[src/rtl/pulse_train_gen.sv]
// Pulse train generator: emits N step pulses of H ticks high / H ticks low,
// advancing only on clk_en ticks, with abort (stop) and completion reporting.
//
// state  | meaning
// -------+----------------------------------------------------------
// S_IDLE | waiting for start; pulses_sent holds the last train's count
// S_HIGH | pulse_out high, counting phase ticks up to H
// S_LOW  | pulse_out low, counting phase ticks; pulse completes at H
// S_DONE | one-tick completion/abort indication, then back to idle
module pulse_train_gen #(
  parameter int COUNT_BITS  = 16,
  parameter int PERIOD_BITS = 16
) (
  input  logic                   clk,
  input  logic                   reset,
  input  logic                   clk_en,
  input  logic                   start,
  input  logic                   stop,
  input  logic [COUNT_BITS-1:0]  num_pulses,
  input  logic [PERIOD_BITS-1:0] half_period,
  output logic                   pulse_out,
  output logic                   busy,
  output logic                   done,
  output logic [COUNT_BITS-1:0]  pulses_sent
);

  typedef enum logic [1:0] {
    S_IDLE = 2'd0,
    S_HIGH = 2'd1,
    S_LOW  = 2'd2,
    S_DONE = 2'd3
  } state_t;

  state_t                 r_state;
  logic [COUNT_BITS-1:0]  r_n;
  logic [PERIOD_BITS-1:0] r_h;
  logic [PERIOD_BITS-1:0] r_phase;
  logic [COUNT_BITS-1:0]  r_count;
  logic                   r_pulse_out;
  logic                   r_busy;
  logic                   r_done;

  logic [PERIOD_BITS-1:0] w_phase_next;
  logic                   w_phase_done;
  logic [COUNT_BITS-1:0]  w_count_next;
  logic                   w_last_pulse;
  logic [PERIOD_BITS-1:0] w_h_eff;

  // The phase counter only ever reaches H-1 before being compared, so the
  // increment cannot overflow even when H is the maximum representable value.
  assign w_phase_next = r_phase + PERIOD_BITS'(1);
  assign w_phase_done = (w_phase_next == r_h);
  assign w_count_next = r_count + COUNT_BITS'(1);
  assign w_last_pulse = (w_count_next == r_n);
  // A zero half-period would never terminate a phase, so it runs as one tick.
  assign w_h_eff      = (half_period == '0) ? PERIOD_BITS'(1) : half_period;

  // Sequencer: all state and outputs are registered and advance on ticks only.
  always_ff @(posedge clk) begin
    if (!reset) begin
      r_state     <= S_IDLE;
      r_n         <= '0;
      r_h         <= '0;
      r_phase     <= '0;
      r_count     <= '0;
      r_pulse_out <= 1'b0;
      r_busy      <= 1'b0;
      r_done      <= 1'b0;
    end else if (clk_en) begin
      unique case (r_state)
        S_IDLE: begin
          if (start && !stop) begin
            r_n     <= num_pulses;
            r_h     <= w_h_eff;
            r_phase <= '0;
            r_count <= '0;
            if (num_pulses == '0) begin
              r_state <= S_DONE;
              r_done  <= 1'b1;
            end else begin
              r_state     <= S_HIGH;
              r_pulse_out <= 1'b1;
              r_busy      <= 1'b1;
            end
          end
        end
        S_HIGH: begin
          if (stop) begin
            r_state     <= S_DONE;
            r_phase     <= '0;
            r_pulse_out <= 1'b0;
            r_busy      <= 1'b0;
            r_done      <= 1'b1;
          end else if (w_phase_done) begin
            r_state     <= S_LOW;
            r_phase     <= '0;
            r_pulse_out <= 1'b0;
          end else begin
            r_phase <= w_phase_next;
          end
        end
        S_LOW: begin
          // Abort takes priority, so an interrupted pulse is never counted.
          if (stop) begin
            r_state     <= S_DONE;
            r_phase     <= '0;
            r_pulse_out <= 1'b0;
            r_busy      <= 1'b0;
            r_done      <= 1'b1;
          end else if (w_phase_done) begin
            r_phase <= '0;
            r_count <= w_count_next;
            if (w_last_pulse) begin
              r_state <= S_DONE;
              r_busy  <= 1'b0;
              r_done  <= 1'b1;
            end else begin
              r_state     <= S_HIGH;
              r_pulse_out <= 1'b1;
            end
          end else begin
            r_phase <= w_phase_next;
          end
        end
        S_DONE: begin
          r_state <= S_IDLE;
          r_done  <= 1'b0;
        end
        default: begin
          r_state     <= S_IDLE;
          r_pulse_out <= 1'b0;
          r_busy      <= 1'b0;
          r_done      <= 1'b0;
        end
      endcase
    end
  end

  assign pulse_out   = r_pulse_out;
  assign busy        = r_busy;
  assign done        = r_done;
  assign pulses_sent = r_count;

endmodule

[config.mk]
export PLATFORM = sky130hd
export DESIGN_NAME = pulse_train_gen
export DESIGN_NICKNAME = d
export VERILOG_FILES = /design/src/rtl/pulse_train_gen.sv
export SDC_FILE = /design/constraint.sdc
export NUM_CORES = 1
export LEC_CHECK = 0
export ABC_AREA = 1
export BUFFER_PORTS_ARGS = -buffer_cell sky130_fd_sc_hd__buf_4
export CAP_MARGIN = 10
export CELL_PAD_IN_SITES_DETAIL_PLACEMENT = 1
export CELL_PAD_IN_SITES_GLOBAL_PLACEMENT = 1
export CORE_ASPECT_RATIO = 1.1
export CORE_UTILIZATION = 41
export DETAILED_ROUTE_END_ITERATION = 8
export GPL_TIMING_DRIVEN = 0
export PLACE_DENSITY = 0.79
export SLEW_MARGIN = 10
export SYNTH_ARGS = -nofsm -noshare
export SYNTH_HDL_FRONTEND = slang
export SYNTH_SLANG_ARGS = --single-unit
[constraint.sdc]
create_clock -name clk -period 2.9 [get_ports clk]
set_input_delay 0.435 -clock clk [delete_from_list [all_inputs] [get_ports clk]]
set_output_delay 0.435 -clock clk [all_outputs]
set_load 0.01 [all_outputs]
==> metrics, run 1 <==
status completed; Synth warnings 0; synth top area cells dfxtp_1 (32%), nand2_1 (14%), a21oi_1 (7.5%); crit path launch type register; Leak 0.00219 uW; maxcap violations 0; Routed WL per cell 17.5 um; CTS buffer count 9; clk root buf clkbuf_16; pwr dens 520 nW/um^2; final setup fails 0; core area 10300 sq um; CP Depth 10; total track usage 0.292; Worst-path clk slew 0.06 ns; CP arrival 2.90 ns; Worst Path Required 3.10 ns; Final Non-Filler Cells 881; final setup margin 0.202 ns; synthesis-to-layout area growth 20.9%; Post-synth EDFFs 0; CTS tree done; largest net degree at the start of global routing 12; setup bufs post-CTS 0; largest fanout on the critical path 10; delay-heaviest family, CP buffers and inverters; Yosys cell types 42; dpl cells 865; initial antenna violation count 0; mapped cell area 4350 sq um; Worst Hold Launch num_pulses[0]; DIE AREA 11000 sq um; HPWL Detailed 11.6 mm; FFs w/ async S/R, synth 0; worst hold path depth 3; Worst VDD drop 0.267 mV; largest stage delay on the critical path 0.52 ns; Synth Register Bits 69; grt total ovfl 0; P_int 1920 uW; Worst Hold Endpoint r_n[0]; RSZ-0062 raised after global routing false; Starting DRT DRC Count 135; Yosys top cell area share 0.317; critical path's slowest cell nor3_2; routed via count 4803; FP Rows 39; R2R Setup Slk 0.20 ns; Worst Hold Class in2reg; worst slew margin relative to its limit 0.481; final WL 15.4 mm; Fin. Hold Viols 0; # H-tree levels 3; R2R cell count 10; fin nets 777; Clock Latency Late Sink 0.34 ns; die width 100 um; Max Root-Sink Buffers 2; Post-Synthesis Cells 667; die height 110 um; FF/Latch Area 1380 sq um; Seq/Total Area, Yosys 0.317; Starting Density 0.421; ratio of cells with drive above 1 in the final layout 0.153; Synth area leader dfxtp_1; worst path bufs/invs 4; Psw 821 uW; IO buf count 55; CP Cell Sequence inv_1, ha_1, inv_2, nor3_2, clkinv_1, o21ai_2, nand2_4, buf_6, a21oi_1, nor3_1; Pwr Total 2740 uW; final setup TNS 0 ns; Comb power frac 0.189; vias in the first global route 4929; drt first pass iters 4; highest clock rate 0.371 GHz; first-pass GRT wire length 24.3 mm; Post-Route Skew 0.00981 ns; Worst Tran Pin Value 0.778 ns; min Tclk post-route 2.70 ns; max-slew violations 0; Routed Antenna Nets 0; Multi-input gate area 2590 sq um; RR Startpoint r_state[1]; Top FF cell, synth dfxtp_1; Clk pwr share 0.424; fillcell total 1420; routability cong. 0.810; syn avg cell area 6.52 sq um; clk sinks 69; n_diodes 0; vias per cell 5.45; pre-CTS setup slack 0.0988 ns; Setup crit end kind register; final worst-path cycle share 0.930; syn_nets 711; CTS Hold Buffers Added 0; R2R Path End pulses_sent[6]; Flop pwr share 0.387; Sw Ratio 0.300; WS Path Type reg2reg; DRC 0; io pins 56
==> layer usage <==
layer | vias up | GRT usage | wire length (um)
li1 | 2349 | - | -
met1 | 2342 | 0.311 | 6210
met2 | 87 | 0.570 | 8350
met3 | 25 | 0.0334 | 476
met4 | 0 | 0.138 | 401
met5 | - | 0 | 0
==> sequential cells by signal, summed over array words and instances, names as in the netlist <==
name	count
r_n	16
r_state	2
pulses_sent	16
r_phase	16
pulse_out	1
r_h	16
done	1
busy	1
==> cells by family (layout without fill, tap and decap cells) <==
group | count (synthesis) | in the layout | share of synthesized area
compound gates | 120 | 120 | 0.150
flops | 69 | 69 | 0.317
simple gates | 365 | 365 | 0.403
xor+xnor | 8 | 8 | 0.0193
buf+inv | 98 | 169 | 0.0894
fa+ha+maj | 7 | 7 | 0.0201
==> layout by cell type, fill, tap and decap left out, types with 7 or more instances in the layout <==
cell type,count
o21ai_0,32
nor4_1,8
nand3_1,55
nand3b_1,8
a21oi_1,65
ha_1,7
clkbuf_1,15
nand4_1,25
dfxtp_1,69
inv_1,73
clkbuf_16,9
nand2_1,158
nor2_1,68
buf_4,55
a211oi_1,10
==> how the worst max path moves through the flow <==
stage,slack [ns],start,endpoint
after floorplan,0.80,pulses_sent[0],pulse_out
after global placement,0.22,pulses_sent[0],busy
after detailed placement,0.1,pulses_sent[1],done
after CTS,0.09,pulses_sent[1],busy
after global routing,0.02,r_state[0],pulses_sent[6]
final,0.20,r_state[1],pulses_sent[6]
==> tightest hold or removal path, stage by stage <==
cell	delay [ns]
buf_4	0.08
nor2_1	0.04
nor2_1	0.08
==> timing repair <==
item                                    4_1_cts  5_1_grt
endpoints found under the setup margin        0        3
resized for setup                             0        3
endpoints found under the hold margin         0        0
==> synth_stat cells (all sizes together), types with 8 or more instances <==
cell type and n:
o21ai 39, nand4 25, a211oi 12, a21oi 65, nand2 167, nor2 81, nand3b 8, dfxtp 69
nand3 62, inv 76, nor4 8, clkbuf 13
==> cell type report <==
cell class                 instances  area share
inverter                          78      0.0559
multi-input combinational        500       0.493
tap                              143      0.0340
clock inverter                     3     0.00833
timing repair buffer              55      0.0785
buffer                            20      0.0181
sequential                        69       0.263
clock buffer                      13      0.0495
==> power by group through the flow <==
| stage | Combinational (uW) | Sequential (uW) | Clock, uW |
|---|---|---|---|
| final | 518 | 1060 | 1160 |
| after global routing | 569 | 1070 | 1210 |
| after CTS | 519 | 1060 | 1170 |
| after detailed placement | 510 | 1080 | 0 |
| after global placement | 493 | 1080 | 0 |
| after floorplan | 308 | 1080 | 0 |
==> metrics by stage <==
stage          hold slack, ns  area [sq um]   util
2_1_floorplan           0.444          4350      -
3_3_place_gp            0.460          4940  0.478
3_5_place_dp            0.470          4940  0.478
4_1_cts                 0.326          5250  0.507
5_1_grt                 0.327          5260  0.508
6_report                0.325          5260  0.508
Note: power is estimated with default switching activity, not from simulation.
==> run 2: changes to the inputs <==
--- a/config.mk
+++ b/config.mk
@@ -10,7 +10,7 @@
 export CAP_MARGIN = 10
 export CELL_PAD_IN_SITES_DETAIL_PLACEMENT = 1
 export CELL_PAD_IN_SITES_GLOBAL_PLACEMENT = 1
-export CORE_ASPECT_RATIO = 1.1
+export CORE_ASPECT_RATIO = 0.5
 export CORE_UTILIZATION = 41
 export DETAILED_ROUTE_END_ITERATION = 8
 export GPL_TIMING_DRIVEN = 0
==> metrics, run 2 (same netlist as run 1, synthesis figures left out) <==
CTS buffer count 9 (unchanged); final setup fails 0 (unchanged); Post-Route Skew 0.00556 ns (-0.00424 ns); grt total ovfl 0 (unchanged); clk root buf clkbuf_16; R2R Path End r_phase[8]; highest clock rate 0.384 GHz (+3.6%); vias per cell 5.32 (-2.5%); total track usage 0.278 (-0.0137); min Tclk post-route 2.60 ns (-0.0946 ns); status completed; FP Rows 26 (-33%); critical path's slowest cell nor2_1; Routed WL per cell 16.6 um (-5.1%); fin nets 777 (unchanged); RR Startpoint r_state[0]; ratio of cells with drive above 1 in the final layout 0.152 (-0.000943); n_diodes 0 (unchanged); Clock Latency Late Sink 0.34 ns (about the same); initial antenna violation count 0 (unchanged); post-route cell area 5210 sq um (-0.98%); vias in the first global route 4568 (-7.3%); largest fanout on the critical path 10 (unchanged); DRC 0 (unchanged); die width 148 um (+47%); largest stage delay on the critical path 0.53 ns (about the same); final WL 14.6 mm (-5.6%); # H-tree levels 3 (unchanged); Worst VDD drop 0.303 mV (+13%); Worst Hold Endpoint r_n[0]; final worst-path cycle share 0.898 (-0.0326); Worst-path clk slew 0.06 ns (about the same); first-pass GRT wire length 23.5 mm (-3.4%); Starting Density 0.425 (+0.00401); DIE AREA 11100 sq um (+0.22%); worst hold path depth 3 (unchanged); CP startpoint r_state[0]; max-slew violations 0 (unchanged); io pins 56 (unchanged); Fin. Hold Viols 0 (unchanged); Worst Hold Class in2reg; final setup TNS 0 ns (unchanged); cts repair resizes 0 (unchanged); crit path launch type register; pwr dens 500 nW/um^2 (-3.9%); Worst Path Required 3.09 ns (about the same); Starting DRT DRC Count 220 (+63%); CTS Hold Buffers Added 0 (unchanged); clk sinks 69 (unchanged); Worst Tran Pin Value 0.774 ns (-0.00414 ns); core area 10200 sq um (-0.94%); CTS tree done; synthesis-to-layout area growth 19.7%; Worst Hold Launch num_pulses[0]; CP Depth 11 (+1); setup bufs post-CTS 0 (unchanged); commonest non-fill, non-tap cell in the layout nand2_1; worst slew margin relative to its limit 0.484 (+0.00276); R2R Setup Slk 0.30 ns (+0.09 ns); drt first pass iters 4 (unchanged); worst path bufs/invs 4 (unchanged); die height 74.9 um (-32%); RSZ-0062 raised after global routing false; routability cong. 0.817 (+0.93%); WS Path Type reg2reg; CP Cell Sequence inv_1, ha_1, inv_2, a21oi_1, nor2_4, inv_1, nor2_1, nor2_1, buf_2, nand2_1, a21oi_1; pre-CTS setup slack 0.172 ns (+0.0730 ns); CP arrival 2.80 ns (-0.10 ns); R2R cell count 11 (+1); maxcap violations 0 (unchanged); largest net degree at the start of global routing 11 (-1); routed via count 4658 (-3.0%); delay-heaviest family, CP simple AND/OR/NAND/NOR gates; Setup crit end kind register; IO buf count 55 (unchanged); Post-DP Area 4940 sq um (about the same); most frequent cells in the layout nand2_1 (158), inv_1 (73), dfxtp_1 (69); HPWL Detailed 10.9 mm (-6.3%); Max Root-Sink Buffers 2 (unchanged); Routed Antenna Nets 0 (unchanged); final setup margin 0.297 ns (+0.0946 ns); Leak 0.00217 uW (-0.73%)
[run 2: changes by cell type in the layout (fill, tap and decap cells not counted), sizes merged]
cell / change
clkbuf: -1
bufinv: -1
[run 2: worst max-delay path by stage]
stage | endpoint | slack (ns)
after floorplan | pulse_out | 0.80
after global placement | r_phase[8] | 0.21
after detailed placement | r_phase[8] | 0.17
after CTS | busy | 0.25
after global routing | r_phase[3] | 0.006
final | r_phase[8] | 0.30
[run 2: tightest hold or removal path, stage by stage]
cell and delay, ns:
buf_4 0.09, nor2_1 0.04, nor2_1 0.08
[run 2: cell type report]
type / count / area, sq um
plain buffers: 20 / 95.1
clock buffers: 12 / 256
clock inverters: 2 / 10.0
fillers: 1384 / 5040
inverters: 78 / 294
multi-input cells: 500 / 2580
flip-flops and latches: 69 / 1380
well taps: 140 / 175
repair buffers: 55 / 413
[run 2: power by group]
| part | internal, uW | switching, uW | total (uW) | leakage [uW] |
|---|---|---|---|---|
| logic | 196 | 313 | 509 | 0.00147 |
| registers | 1010 | 55.9 | 1060 | 0.000561 |
| clock network | 614 | 421 | 1030 | 0.000134 |
| total | 1820 | 790 | 2610 | 0.00217 |
[run 2: through the flow]
| stage | power (uW) | cells | hold WS, ns | util |
|---|---|---|---|---|
| after CTS | 2620 | 876 | 0.336 | 0.508 |
| after global placement | 1570 | 862 | 0.461 | 0.482 |
| after global routing | 2730 | 876 | 0.343 | 0.508 |
| after detailed placement | 1580 | 862 | 0.465 | 0.482 |
| final | 2610 | 876 | 0.337 | 0.508 |
| after floorplan | 1380 | 667 | 0.444 | - |
[run 2: metal layers]
metal / wire (um) / track usage / vias to the layer above
li1: - / - / 2350
met1: 6750 / 0.348 / 2222
met2: 7130 / 0.493 / 70
met3: 515 / 0.0558 / 16
met4: 184 / 0.0859 / 0
met5: 0 / 0 / -
==> run 3: changes to the inputs <==
--- a/config.mk
+++ b/config.mk
@@ -5,13 +5,12 @@
 export SDC_FILE = /design/constraint.sdc
 export NUM_CORES = 1
 export LEC_CHECK = 0
-export ABC_AREA = 1
 export BUFFER_PORTS_ARGS = -buffer_cell sky130_fd_sc_hd__buf_4
-export CAP_MARGIN = 10
+export CAP_MARGIN = 20
 export CELL_PAD_IN_SITES_DETAIL_PLACEMENT = 1
 export CELL_PAD_IN_SITES_GLOBAL_PLACEMENT = 1
 export CORE_ASPECT_RATIO = 0.5
-export CORE_UTILIZATION = 41
+export CORE_UTILIZATION = 43
 export DETAILED_ROUTE_END_ITERATION = 8
 export GPL_TIMING_DRIVEN = 0
 export PLACE_DENSITY = 0.79
==> metrics, run 3 <==
critical path's slowest cell or4_4; Synth warnings 0 (unchanged); largest net degree at the start of global routing 20 (+9); synthesis-to-layout area growth 38.9%; most common cell in the netlist nand2_1; syn_nets 602 (-15%); CP Cell Sequence ha_4, nand3_4, nor4_4, nor3b_2, or4_4, nand4bb_4, buf_6, nor3_4, buf_6, buf_6, a31oi_1, a311oi_1; HPWL Detailed 10.6 mm (-3.3%); n_diodes 0 (unchanged); CTS tree done; Psw 667 uW (-16%); Starting Density 0.453 (+0.0288); delay-heaviest family, CP simple AND/OR/NAND/NOR gates; Flop pwr share 0.383 (-0.025); total track usage 0.303 (+0.0249); Top FF cell, synth dfxtp_1; Yosys cell types 66 (+57%); Fin. Hold Viols 0 (unchanged); final setup fails 21 (+21); first-pass GRT wire length 24.2 mm (+3.0%); largest stage delay on the critical path 0.50 ns (-0.03 ns); Post-Route Skew 0.00752 ns (+0.00196 ns); Max Root-Sink Buffers 2 (unchanged); Post-synth EDFFs 0 (unchanged); max-slew violations 0 (unchanged); RSZ-0062 raised after global routing true; Clk pwr share 0.485 (+0.088); commonest non-fill, non-tap cell in the layout nand2_1; status complete, but fails checks; Sw Ratio 0.260 (-0.0437); io pins 56 (unchanged); synth top area cells dfxtp_1 (32%), nand2_1 (8.1%), a21oi_1 (7.0%); Yosys top cell area share 0.315 (-0.00227); largest fanout on the critical path 7 (-3); crit path launch type register; P_int 1900 uW (+4.9%); DRC 0 (unchanged); worst slew margin relative to its limit 0.454 (-0.0295); WS Path Type reg2reg; DIE AREA 10600 sq um (-3.9%); Worst Hold Class in2reg; Post-Synthesis Cells 558 (-16%); grt total ovfl 0 (unchanged); Commonest cells post-synth nand2_1 (94), dfxtp_1 (69), a21oi_1 (61), xnor2_1 (33), clkbuf_1 (23); FF/Latch Area 1410 sq um (+2.0%); vias per cell 6.33 (+19%); Worst Tran Pin Value 0.818 ns (+0.0443 ns); CP arrival 3.29 ns (+0.49 ns); fillcell total 1119 (-19%); routability cong. 0.867 (+6.2%); core area 9670 sq um (-5.7%); die height 73.4 um (-2.0%); Clock Latency Late Sink 0.34 ns (about the same); Worst Path Required 3.14 ns (+0.05 ns); Routed WL per cell 23.1 um (+39%); min Tclk post-route 3.05 ns (+0.448 ns); Worst-path clk slew 0.06 ns (about the same); final core utilization 0.630 (+0.121); Setup crit end kind register; Synth area leader dfxtp_1; pre-CTS setup slack -0.713 ns (-0.885 ns); drt first pass iters 5 (+1); mapped cell area 4380 sq um (+0.72%); syn avg cell area 7.85 sq um (+20%); post-route cell area 6090 sq um (+17%); Leak 0.00228 uW (+4.9%); vias in the first global route 4641 (+1.6%); Synth Register Bits 69 (unchanged); # H-tree levels 3 (unchanged); final WL 18.5 mm (+27%); CTS buffer count 9 (unchanged); Seq/Total Area, Yosys 0.315 (-0.00227); Multi-input gate area 3140 sq um (+22%); Starting DRT DRC Count 369 (+68%); routed via count 5066 (+8.8%); FP Rows 25 (-3.8%); Routed Antenna Nets 0 (unchanged); Worst VDD drop 0.271 mV (-11%); Comb power frac 0.131 (-0.064); initial antenna violation count 0 (unchanged); clk sinks 69 (unchanged); worst path bufs/invs 3 (-1); clk root buf clkbuf_16; pwr dens 422 nW/um^2 (-16%); highest clock rate 0.328 GHz (-15%); final worst-path cycle share 1.05 (+0.154); FFs w/ async S/R, synth 0 (unchanged); most used cell, CP buf_6; Post-DP Area 4980 sq um (+0.79%); Fin Hold WS 0.347 ns (+0.00984 ns); failing checks negative setup slack; maxcap violations 0 (unchanged); die width 145 um (-2.0%); most frequent cells in the layout nand2_1 (92), buf_4 (90), dfxtp_1 (57); IO buf count 55 (unchanged); ratio of cells with drive above 1 in the final layout 0.305 (+0.153); final setup TNS -1.11 ns (-1.11 ns); fin nets 704 (-9.4%); final setup margin -0.151 ns (-0.448 ns)
==> run 3: cell count changes after synthesis, sizes merged, moves of 10 or more <==
cell / before / now
a31oi: 1 / 17
a311oi: 0 / 13
inv: 76 / 12
nor2: 81 / 18
nand4: 25 / 12
nor4: 8 / 18
o21ai: 39 / 22
nand2: 167 / 94
xnor2: 3 / 33
clkbuf: 13 / 25
nand3: 62 / 19
==> run 3: worst min-delay path: cells and delay by family <==
family,cells,cell delay (ns)
compound gates,1,0.05
buf+inv,1,0.11
simple gates,1,0.05
==> run 3: per-stage QoR <==
| step | instances | power, uW |
|---|---|---|
| floorplan | 558 | 1160 |
| global placement | 748 | 1260 |
| detailed placement | 748 | 1270 |
| CTS | 773 | 2520 |
| global route | 800 | 2620 |
| finish | 800 | 2570 |
==> run 3: layout make-up <==
class                      instances  share of cell area
inverter                          12             0.00740
timing repair buffer              95               0.126
tap                              135              0.0277
multi-input combinational        438               0.516
buffer                            35              0.0374
clock inverter                     4              0.0115
sequential                        69               0.231
clock buffer                      12              0.0421
==> run 3: path summary, 6_finish.rpt <==
check / slack [ns] / depth (start not counted) / from / endpoint
hold / removal: 0.35 / 3 / num_pulses[8] / r_n[8]
hold reg to reg: 0.47 / 2 / r_n[7] / r_n[7]
setup / recovery: -0.15 / 12 / r_phase[0] / pulses_sent[14]
setup reg to reg: -0.15 / 12 / r_phase[0] / pulses_sent[14]
==> run 3: repair_timing <==
| item | 4_1_cts | 5_1_grt |
|---|---|---|
| pin swaps | 8 | 39 |
| hold buffers | 0 | 0 |
| gates cloned | 1 | 4 |
| resized for setup | 36 | 79 |
| hold endpoints to repair | 0 | 0 |
| buffers inserted | 12 | 25 |
| setup endpoints to repair | 35 | 37 |
==> run 3: logic make-up (layout without fill, tap and decap cells) <==
kind of cell | Yosys count | in the layout | share of synthesized area
AOI/OAI and AO/OA | 162 | 162 | 0.238
xor gates and xnor gates | 42 | 42 | 0.0839
adders and majority gates | 7 | 7 | 0.0200
buffers and inverters | 52 | 158 | 0.0560
DFF | 69 | 69 | 0.315
muxes | 3 | 3 | 0.00714
and+or+nand+nor | 223 | 224 | 0.280
==> run 3: routing by layer <==
layer  up-vias  track usage  share of wire
met5         -            0              0
met4         0        0.104          0.031
met3        65       0.0613          0.059
met2       231        0.519           0.49
met1      2517        0.382           0.42
li1       2253            -              -
==> run 3: power groups by stage <==
stage	combinational, uW	sequential [uW]	clock, uW
6_report	338	986	1250
5_1_grt	358	987	1280
4_1_cts	289	987	1250
3_5_place_dp	259	1010	0
3_3_place_gp	252	1010	0
2_1_floorplan	150	1010	0
